`src/rtl/hazard_forward_ctrl_pkg.sv`:
```
// rtl/hazard_forward_ctrl_pkg.sv - shared constants and scoreboard entry types for the hazard/forward controller
package hazard_forward_ctrl_pkg;

  localparam int RF_REG_W      = 5;
  localparam int FWD_SEL_RF    = 0;
  localparam int FWD_SEL_EXMEM = 1;
  localparam int FWD_SEL_MEMWB = 2;

  typedef struct packed {
    logic valid;
    logic regwr;
    logic isload;
  } sb_flags_t;

endpackage

```
`src/rtl/hazard_forward_ctrl_fwd_src_match.sv`:
```
// rtl/hazard_forward_ctrl_fwd_src_match.sv - one source operand vs all scoreboard slots, youngest match wins
module fwd_src_match
  import hazard_forward_ctrl_pkg::*;
#(
  parameter int REG_W = RF_REG_W,
  parameter int DEPTH = 3,
  parameter int SEL_W = 2
) (
  input  logic [REG_W-1:0]       src,
  input  logic [DEPTH-1:0]       slot_valid,
  input  logic [DEPTH-1:0]       slot_regwr,
  input  logic [DEPTH-1:0]       slot_isload,
  input  logic [DEPTH*REG_W-1:0] slot_rd,
  output logic                   hit,
  output logic [SEL_W-1:0]       distance,
  output logic                   is_load
);

  // Scan oldest to youngest so the youngest match overwrites the rest.
  always_comb begin
    hit      = 1'b0;
    distance = SEL_W'(FWD_SEL_RF);
    is_load  = 1'b0;
    for (int j = DEPTH - 1; j >= 0; j--) begin
      if (slot_valid[j] && slot_regwr[j] &&
          slot_rd[j*REG_W +: REG_W] != '0 &&
          slot_rd[j*REG_W +: REG_W] == src) begin
        hit      = 1'b1;
        distance = SEL_W'(FWD_SEL_EXMEM + j);
        is_load  = slot_isload[j];
      end
    end
  end

endmodule

```
`src/rtl/hazard_forward_ctrl.sv`:
```
// rtl/hazard_forward_ctrl.sv - scoreboard-based forward select and load-use stall; HAZARD_PERF_EN adds a stall counter
module hazard_forward_ctrl
  import hazard_forward_ctrl_pkg::*;
#(
  parameter int REG_W    = RF_REG_W,
  parameter int DEPTH    = 3,
  parameter int NUM_SRC  = 2,
  parameter int LOAD_LAT = FWD_SEL_MEMWB
) (
  input  logic                                 iClk,
  input  logic                                 iReset,
  input  logic                                 iIssueValid,
  input  logic                                 iIssueRegWr,
  input  logic                                 iIssueIsLoad,
  input  logic [REG_W-1:0]                     iIssueRd,
  input  logic [NUM_SRC*REG_W-1:0]             iIssueSrc,
  input  logic                                 iStallExt,
  input  logic                                 iFlush,
  output logic                                 oStall,
  output logic [NUM_SRC*$clog2(DEPTH+1)-1:0]   oFwdSel,
  output logic [15:0]                          oHazardCnt
);

  localparam int SEL_W = $clog2(DEPTH + 1);

  logic [DEPTH-1:0]         slot_valid;
  logic [DEPTH-1:0]         slot_regwr;
  logic [DEPTH-1:0]         slot_isload;
  logic [DEPTH*REG_W-1:0]   slot_rd;

  logic [NUM_SRC-1:0]       hit;
  logic [NUM_SRC-1:0]       src_load;
  logic [NUM_SRC-1:0]       hazard;
  logic [NUM_SRC*SEL_W-1:0] dist_all;

  genvar gs;
  generate
    for (gs = 0; gs < NUM_SRC; gs++) begin : g_src
      fwd_src_match #(
        .REG_W (REG_W),
        .DEPTH (DEPTH),
        .SEL_W (SEL_W)
      ) u_match (
        .src         (iIssueSrc[gs*REG_W +: REG_W]),
        .slot_valid  (slot_valid),
        .slot_regwr  (slot_regwr),
        .slot_isload (slot_isload),
        .slot_rd     (slot_rd),
        .hit         (hit[gs]),
        .distance    (dist_all[gs*SEL_W +: SEL_W]),
        .is_load     (src_load[gs])
      );
      assign hazard[gs] = hit[gs] && src_load[gs] &&
                          (32'(dist_all[gs*SEL_W +: SEL_W]) < LOAD_LAT);
    end
  endgenerate

  assign oStall = iIssueValid && (|hazard);

  // A flushed or stalled issue enters EX as an all-zero bubble.
  logic      kill;
  sb_flags_t in_flags;
  assign kill            = iFlush || oStall;
  assign in_flags.valid  = iIssueValid  && !kill;
  assign in_flags.regwr  = iIssueRegWr  && !kill;
  assign in_flags.isload = iIssueIsLoad && !kill;

  always_ff @(posedge iClk) begin
    if (iReset) begin
      slot_valid  <= '0;
      slot_regwr  <= '0;
      slot_isload <= '0;
      slot_rd     <= '0;
      oFwdSel     <= '0;
    end else if (!iStallExt) begin
      slot_valid  <= {slot_valid[DEPTH-2:0],  in_flags.valid};
      slot_regwr  <= {slot_regwr[DEPTH-2:0],  in_flags.regwr};
      slot_isload <= {slot_isload[DEPTH-2:0], in_flags.isload};
      slot_rd     <= {slot_rd[(DEPTH-1)*REG_W-1:0], (kill ? {REG_W{1'b0}} : iIssueRd)};
      oFwdSel     <= kill ? '0 : dist_all;
    end
  end

`ifdef HAZARD_PERF_EN
  logic [15:0] hazard_cnt;
  always_ff @(posedge iClk) begin
    if (iReset) begin
      hazard_cnt <= 16'h0000;
    end else if (oStall && !iStallExt && !iFlush && hazard_cnt != 16'hFFFF) begin
      hazard_cnt <= hazard_cnt + 16'h0001;
    end
  end
  assign oHazardCnt = hazard_cnt;
`else
  assign oHazardCnt = 16'h0000;
`endif

endmodule

```
`config.mk`:
```
export PLATFORM = sky130hd
export DESIGN_NAME = hazard_forward_ctrl
export DESIGN_NICKNAME = d
export VERILOG_FILES = /design/src/rtl/hazard_forward_ctrl_pkg.sv /design/src/rtl/hazard_forward_ctrl_fwd_src_match.sv /design/src/rtl/hazard_forward_ctrl.sv
export SDC_FILE = /design/constraint.sdc
export NUM_CORES = 1
export LEC_CHECK = 0
export ABC_CLOCK_PERIOD_IN_PS = 2800
export BUFFER_PORTS_ARGS = -buffer_cell sky130_fd_sc_hd__buf_4
export CAP_MARGIN = 20
export CORE_ASPECT_RATIO = 1.1
export CORE_MARGIN = 2
export CORE_UTILIZATION = 45
export DETAILED_ROUTE_END_ITERATION = 16
export PLACE_DENSITY_LB_ADDON = 0.08
export SYNTH_ARGS = -nofsm -noshare
export SYNTH_HDL_FRONTEND = slang
export SYNTH_SLANG_ARGS = --single-unit
```
`constraint.sdc`:
```
create_clock -name iClk -period 2.8 [get_ports iClk]
set_clock_uncertainty 0.2 [all_clocks]
set_input_delay 0.42 -clock iClk [delete_from_list [all_inputs] [get_ports iClk]]
set_output_delay 0.42 -clock iClk [all_outputs]
set_load 0.005 [all_outputs]
```
==> impl_metrics.toml, run 1 <==
[critical_path]
cp-start-kind = "register"
cp_data_required_time_ns = 2.18
setup.worst_path.end_class = "output port"
critPathMaxStageDelay_ns = 0.51
cp-startpoint = "slot_rd[4]"
worstSetupPathDepth = 5
worstPathCellList = "xnor2_1 -> nand3_1 -> nor3_1 -> o2111a_2 -> buf_4"
rr_startpoint = "slot_rd[0]"
arrival_ns = 1.85
crit_path_top_delay_cell = "dfxtp_1"
cp_max_fo = 5
reg2regPathDepth = 5
critPathKind = "register to output port"
cp.buffers_inverters = 1
cp_top_family = "flip-flops"

[power]
irDropWorstVdd_mv = 0.294
p_clk_share_pct = 24.3
p_leak_nw = 0.718
switchingPower_mw = 0.164
power_mw = 0.641
swShare_pct = 25.5
combinationalPowerShare_pct = 15.1
sequentialPowerShare_pct = 60.6
p_int_mw = 0.478
power_density_nw_per_um2 = 400

[timing]
worst_pin_slew_ns = 0.775
hold_viol_final = 0
max_freq_mhz = 404
max_slew_margin_pct = 48.2
fin_crit_sh_pct = 88.3
drv_slew = 0
setup_violations = 0
layout_min_cycle_time_ns = 2.47
finalSetupTns_ns = 0
rsz0062_at_grt = "no"

[die]
io_pins = 43
die_w_um = 58.1
design.die.area_um2 = 3690
die_y_um = 63.5
design.core.area_um2 = 3050
initial_utilization_pct = 47.5
num_rows = 21

[logic_synthesis]
synthFlopType = "dfxtp_1"
synth_simple_gate_area_share_pct = 11.5
ys_top_cells_by_count = "dfxtp_1, buf_4, xnor2_1"
yosys_warnings = 0
syn_inst = 146
async_flop_share_pct = 0
synth.most_common_cell = "dfxtp_1"
synthTopCellsByArea = "dfxtp_1, mux2i_1, xnor2_1"
synth-seq-cells = 26
synth_area_um2 = 1450
synth_compound_area_share_pct = 13.5
synth_xor_area_share_pct = 18.2
synth_top_area_cell = "dfxtp_1"
synthMuxAreaShare_pct = 9.68
synth_top_family_by_area = "XOR/XNOR gates"
yosysTopAreaCellShare_pct = 36.0
synth_edf_count = 0
syn_area_per_cell_um2 = 9.92
synthAdderAreaFrac_pct = 0
synth.distinct_cells = 25
yosysSeqAreaShare_pct = 36.0

[job]
cap_violations = 0

[drt]
wl_per_cell_um = 14.5
wirelength_mm = 2.94
num_vias = 1048
first_iter_violations = 11
drc = 0
firstDrtPassIters = 4
vias_per_cell = 5.19
antenna_left = 0

[placed_design]
hpwl_mm = 2.34
port_buffers = 26
routabilityCongestion = 0.878

[grt]
grt_max_degree = 17
track_usage_pct = 17.4
grt_pass1_vias = 1094
grt.overflow.total = 0
antenna_found_initial = 0
grt_pass1_wl_mm = 5.00

[layout]
finish.utilization_pct = 52.7
n_antenna_cell = 0
drive_above_1_share_pct = 24.4
fin_nets = 192
area_growth_pct = 10.9

[clock_tree]
clockRootBuffer = "clkbuf_4"
cts-resized-gates = 0
cts_buffers = 3
clkTransAtPathRegs_ns = 0.14
cts_tree = "done"
cts_setup_buffers = 0
max-clock-path-buffers = 2
cts.hold.buffers_added = 0
clk_latency_ns = 0.32
clock_sinks = 26
cts.htree.levels = 1

[worst_hold_path]
hp-class = "input pin to register"
min-delay-start = "iIssueIsLoad"
hold_depth = 2

[outcome]
run_status = "completed"
==> final cells by class <==
class                           instances  area (um2)
Multi-Input combinational cell        113         825
Clock buffer                            3        22.5
Timing Repair Buffer                   26         195
Fill cell                             306        1440
Tap cell                               34        42.5
Sequential cell                        26         520
==> cell families after synthesis <==
logic type                Yosys count
AOI/OAI and AO/OA                  22
xor gates and xnor gates           30
buffers and inverters              22
DFF                                26
muxes                              14
other                               1
and+or+nand+nor                    31
==> worst reg2reg max path, stage by stage (launching register included) <==
cell,delay [ns]
dfxtp_1,0.38
or3_1,0.38
o311a_1,0.36
o2111a_2,0.20
nor4_4,0.48
a22o_2,0.25
==> cell usage in the layout (no fill, tap or decap), types with 3 or more instances in the layout <==
master    synthesis  layout
buf_4            16      26
dfxtp_1          26      26
xnor2_1          16      16
conb_1            1      16
xor2_1           14      14
mux2i_1          14      14
nor2_1           14      14
a22o_2           10      10
nand3_1           6       6
nor4_1            4       4
a22o_1            4       4
clkbuf_4          0       3
==> final timing paths <==
kind         slack (ns)        endpoint
max                0.33          oStall
min reg2reg        0.29      oFwdSel[3]
min                0.10  slot_isload[0]
max reg2reg        0.51      slot_rd[4]
==> power groups by stage <==
stage                     Clock, mW  Sequential [mW]  Combinational (mW)
after floorplan                   0            0.393              0.0778
after global placement            0            0.397              0.0958
after detailed placement          0            0.397              0.0970
after CTS                     0.159            0.389              0.0970
after global routing          0.175            0.390               0.108
final                         0.156            0.389              0.0966
==> metal layers <==
layer	GRT usage, %	wire [um]	vias to the layer above
li1	-	-	530
met1	22.7	1370	488
met2	29.4	1410	26
met3	2.87	122	4
met4	4.36	34	0
met5	0	0	-
==> metrics by stage <==
step,setup WS (ns),hold slack (ns),cell area (um2),std cells
2_1_floorplan,0.838,0.249,1500,161
3_3_place_gp,0.554,0.266,1580,199
3_5_place_dp,0.509,0.270,1580,199
4_1_cts,0.326,0.107,1610,202
5_1_grt,0.213,0.0916,1610,202
6_report,0.328,0.105,1610,202
==> sequential cells by signal, indices dropped and copies added, names as in the netlist <==
name         flops
slot_rd         15
oFwdSel          4
slot_regwr       3
slot_valid       3
slot_isload      1
(Power assumes the default switching activity.)
==> inputs of run 2 (changes only) <==
- CTS_CLUSTER_SIZE: default -> 20
- GPL_TIMING_DRIVEN: default -> 0
- SLEW_MARGIN: default -> 40
==> impl_metrics.toml, run 2 (synthesis gave the netlist of run 1 again) <==
[critical_path]
setup.worst_path.end_class = "output port"
cp_max_fo = 5
cp_data_required_time_ns = 2.18
cp-start-kind = "register"
critPathKind = "register to output port"
arrival_ns = 1.90

[die]
design.die.area_um2 = 3690
io_pins = 43
initial_utilization_pct = 47.5
num_rows = 21
die_y_um = 63.5
die_w_um = 58.1
design.core.area_um2 = 3050

[layout]
most-common-layout-cells = "buf_4, dfxtp_1, xnor2_1, conb_1"
n_antenna_cell = 0
final_common_cell = "buf_4"
fin_nets = 212
drive_above_1_share_pct = 31.2
largest_register_ff_count = 15
area_growth_pct = 21.8
largestRegisters = "slot_rd (15), oFwdSel (4)"
finalNonFillerCells = 223
regMostFlops = "slot_rd"

[power]
power_density_nw_per_um2 = 397
power_mw = 0.700
p_int_mw = 0.523
p_leak_nw = 0.823
p_clk_share_pct = 27.7
irDropWorstVdd_mv = 0.267
combinationalPowerShare_pct = 16.7
swShare_pct = 25.3
switchingPower_mw = 0.177
sequentialPowerShare_pct = 55.6

[grt]
grt_pass1_wl_mm = 5.21
antenna_found_initial = 0
grt_pass1_vias = 1130
track_usage_pct = 18.4
grt_max_degree = 15
grt.overflow.total = 0

[clock_tree]
cts-resized-gates = 0
cts.htree.levels = 1
cts_tree = "done"
cts.hold.buffers_added = 0
clock_sinks = 26
cts_buffers = 3
max-clock-path-buffers = 2
clkTransAtPathRegs_ns = 0.14
cts_setup_buffers = 0
clockRootBuffer = "clkbuf_4"
clk_latency_ns = 0.32

[drt]
wirelength_mm = 3.16
antenna_left = 0
first_iter_violations = 23
wl_per_cell_um = 14.2
firstDrtPassIters = 4
drc = 0
vias_per_cell = 5.11
num_vias = 1140

[placed_design]
dp_cells = 219
port_buffers = 24
routabilityCongestion = 0.979
hpwl_mm = 2.54

[timing]
hold_viol_final = 0
max_freq_mhz = 397
finalSetupTns_ns = 0
fin_crit_sh_pct = 90.0
layout_min_cycle_time_ns = 2.52
max_slew_margin_pct = 54.9
drv_slew = 0
worst_pin_slew_ns = 0.677
setup_violations = 0
rsz0062_at_grt = "no"

[outcome]
run_status = "completed"

[job]
cap_violations = 0

[worst_hold_path]
hp-class = "input pin to register"
==> run 2: changes by cell type in the layout (fill, tap and decap cells not counted), sizes merged <==
cell / previous run / this run
clkbuf: 3 / 6
buf: 26 / 44
==> run 2: final cells by class <==
cell class,instances,area [um2]
fill,296,1280
multi-input combinational,113,825
sequential,26,520
timing repair buffer,24,180
buffer,22,159
tap,34,42.5
clock buffer,4,36.3
==> run 2: path summary, 6_finish.rpt <==
kind | to | cells after the start | slack [ns] | from
setup / recovery | oStall | 5 | 0.28 | slot_rd[4]
hold / removal | slot_rd[0] | 2 | 0.10 | iIssueRd[0]
hold reg to reg | oFwdSel[3] | 1 | 0.30 | oFwdSel[3]
setup reg to reg | slot_rd[4] | 7 | 0.61 | slot_rd[4]
==> run 2: layer usage <==
layer | GRT usage (%) | up-vias | share of wire [%]
li1 | - | 572 | -
met1 | 22.7 | 528 | 44
met2 | 31.8 | 35 | 49
met3 | 3.08 | 5 | 5.3
met4 | 6.10 | 0 | 1.6
met5 | 0 | - | 0
==> run 2: critical path, stage by stage, from the launching register on <==
cell      delay [ns]
dfxtp_1         0.51
xnor2_1         0.16
nand3_1         0.11
nor3_1          0.35
o2111a_2        0.32
buf_4           0.12
==> run 2: through the flow <==
stage	hold WS (ns)	worst slack, ns	cell area (um2)	util (%)
floorplan	0.249	0.838	1500	-
global placement	0.264	0.603	1730	56.7
detailed placement	0.272	0.584	1730	56.7
CTS	0.0971	0.298	1760	57.8
global route	0.0894	0.168	1760	57.8
finish	0.101	0.281	1760	57.8
==> run 2: power by group through the flow <==
| stage | sequential, mW | clock (mW) | combinational, mW |
|---|---|---|---|
| global placement | 0.397 | 0 | 0.113 |
| CTS | 0.389 | 0.196 | 0.116 |
| detailed placement | 0.397 | 0 | 0.116 |
| global route | 0.390 | 0.211 | 0.129 |
| floorplan | 0.393 | 0 | 0.0778 |
| finish | 0.389 | 0.194 | 0.117 |
==> inputs of run 3 (changes only) <==
- REMOVE_ABC_BUFFERS: default -> 1
==> impl_metrics.toml, run 3 (synthesis gave the netlist of run 1 again) <==
[critical_path]
reg2reg_slack_ns = 0.46
arrival_ns = 1.88
critPathKind = "register to output port"
setup.worst_path.end_class = "output port"
critPathMaxStageDelay_ns = 0.50
worstPathCellList = "xnor2_1 -> nand3_1 -> nor3_1 -> o2111a_2 -> buf_4"
cp.buffers_inverters = 1
cp_max_fo = 5
cp-start-kind = "register"
cp_top_family = "flip-flops"
cp_data_required_time_ns = 2.18
reg2regPathDepth = 5
crit_path_top_delay_cell = "dfxtp_1"
worstSetupPathDepth = 5

[layout]
drive_above_1_share_pct = 24.9
most-common-layout-cells = "buf_4, dfxtp_1, xnor2_1, conb_1"
largest_register_ff_count = 15
area_growth_pct = 11.8
finish.utilization_pct = 53.1
fin_nets = 192
regMostFlops = "slot_rd"
largestRegisters = "slot_rd (15), oFwdSel (4)"
n_antenna_cell = 0

[drt]
drc = 0
first_iter_violations = 11
wl_per_cell_um = 14.1
firstDrtPassIters = 3
vias_per_cell = 5.13
num_vias = 1042
antenna_left = 0
wirelength_mm = 2.86

[power]
combinationalPowerShare_pct = 14.3
swShare_pct = 24.7
p_leak_nw = 0.725
power_density_nw_per_um2 = 416
switchingPower_mw = 0.166
p_clk_share_pct = 28.0
irDropWorstVdd_mv = 0.215
p_int_mw = 0.507
sequentialPowerShare_pct = 57.7

[die]
io_pins = 43
die_y_um = 63.5
initial_utilization_pct = 47.5
design.core.area_um2 = 3050
design.die.area_um2 = 3690
die_w_um = 58.1
num_rows = 21

[clock_tree]
clkTransAtPathRegs_ns = 0.14
cts.hold.buffers_added = 0
cts_tree = "done"
max-clock-path-buffers = 2
cts-resized-gates = 0
cts.htree.levels = 1
clockRootBuffer = "clkbuf_4"
cts_setup_buffers = 0
cts_buffers = 3
clock_sinks = 26
clk_latency_ns = 0.32

[timing]
max_freq_mhz = 401
finalSetupTns_ns = 0
hold_viol_final = 0
setup_violations = 0
max_slew_margin_pct = 47.3
fin_crit_sh_pct = 89.2
drv_slew = 0
layout_min_cycle_time_ns = 2.50
rsz0062_at_grt = "no"
worst_pin_slew_ns = 0.789

[placed_design]
port_buffers = 26
routabilityCongestion = 0.862
hpwl_mm = 2.26

[worst_hold_path]
hp-class = "input pin to register"
hold_depth = 2

[grt]
grt_pass1_vias = 1070
antenna_found_initial = 0
track_usage_pct = 17.5
grt_pass1_wl_mm = 4.95
grt.overflow.total = 0
grt_max_degree = 17

[outcome]
run_status = "completed"

[job]
cap_violations = 0
[run 3: changes by cell type in the layout (fill, tap and decap cells not counted)]
cell,delta
buf_1,-1
buf_2,-1
buf_4,-14
buf_6,-2
clkbuf_1,-2
[run 3: final timing paths]
check                            startpoint            end
worst min-delay path            iIssueRd[4]     slot_rd[4]
worst min register to register   oFwdSel[1]     oFwdSel[1]
worst max-delay path             slot_rd[4]         oStall
worst max register to register   slot_rd[0]  slot_valid[0]
[run 3: power groups by stage]
stage | sequential, mW | clock (mW) | combinational (mW)
after detailed placement | 0.397 | 0 | 0.0958
after global routing | 0.390 | 0.211 | 0.108
after floorplan | 0.393 | 0 | 0.0502
after CTS | 0.389 | 0.194 | 0.0965
final | 0.388 | 0.188 | 0.0962
after global placement | 0.397 | 0 | 0.0941
[run 3: routing by layer]
layer	GRT usage [%]	part of all wire [%]
met5	0	0
met4	6.10	1.3
met3	2.87	4.3
met2	29.3	49
met1	22.3	46
[run 3: stage by stage]
stage | instances | total power, mW | worst slack (ns) | hold WS [ns] | cell area (um2)
2_1_floorplan | 139 | 0.443 | 0.730 | 0.249 | 1350
3_3_place_gp | 199 | 0.491 | 0.508 | 0.263 | 1580
3_5_place_dp | 199 | 0.493 | 0.490 | 0.272 | 1580
4_1_cts | 203 | 0.679 | 0.259 | 0.102 | 1620
5_1_grt | 203 | 0.709 | 0.158 | 0.0881 | 1620
6_report | 203 | 0.673 | 0.303 | 0.108 | 1620
[run 3: layout make-up]
class                   count  area [um2]
fillers                   317        1430
multi-input cells         113         825
well taps                  34        42.5
repair buffers             26         195
clock buffers               4        36.3
flip-flops and latches     26         520
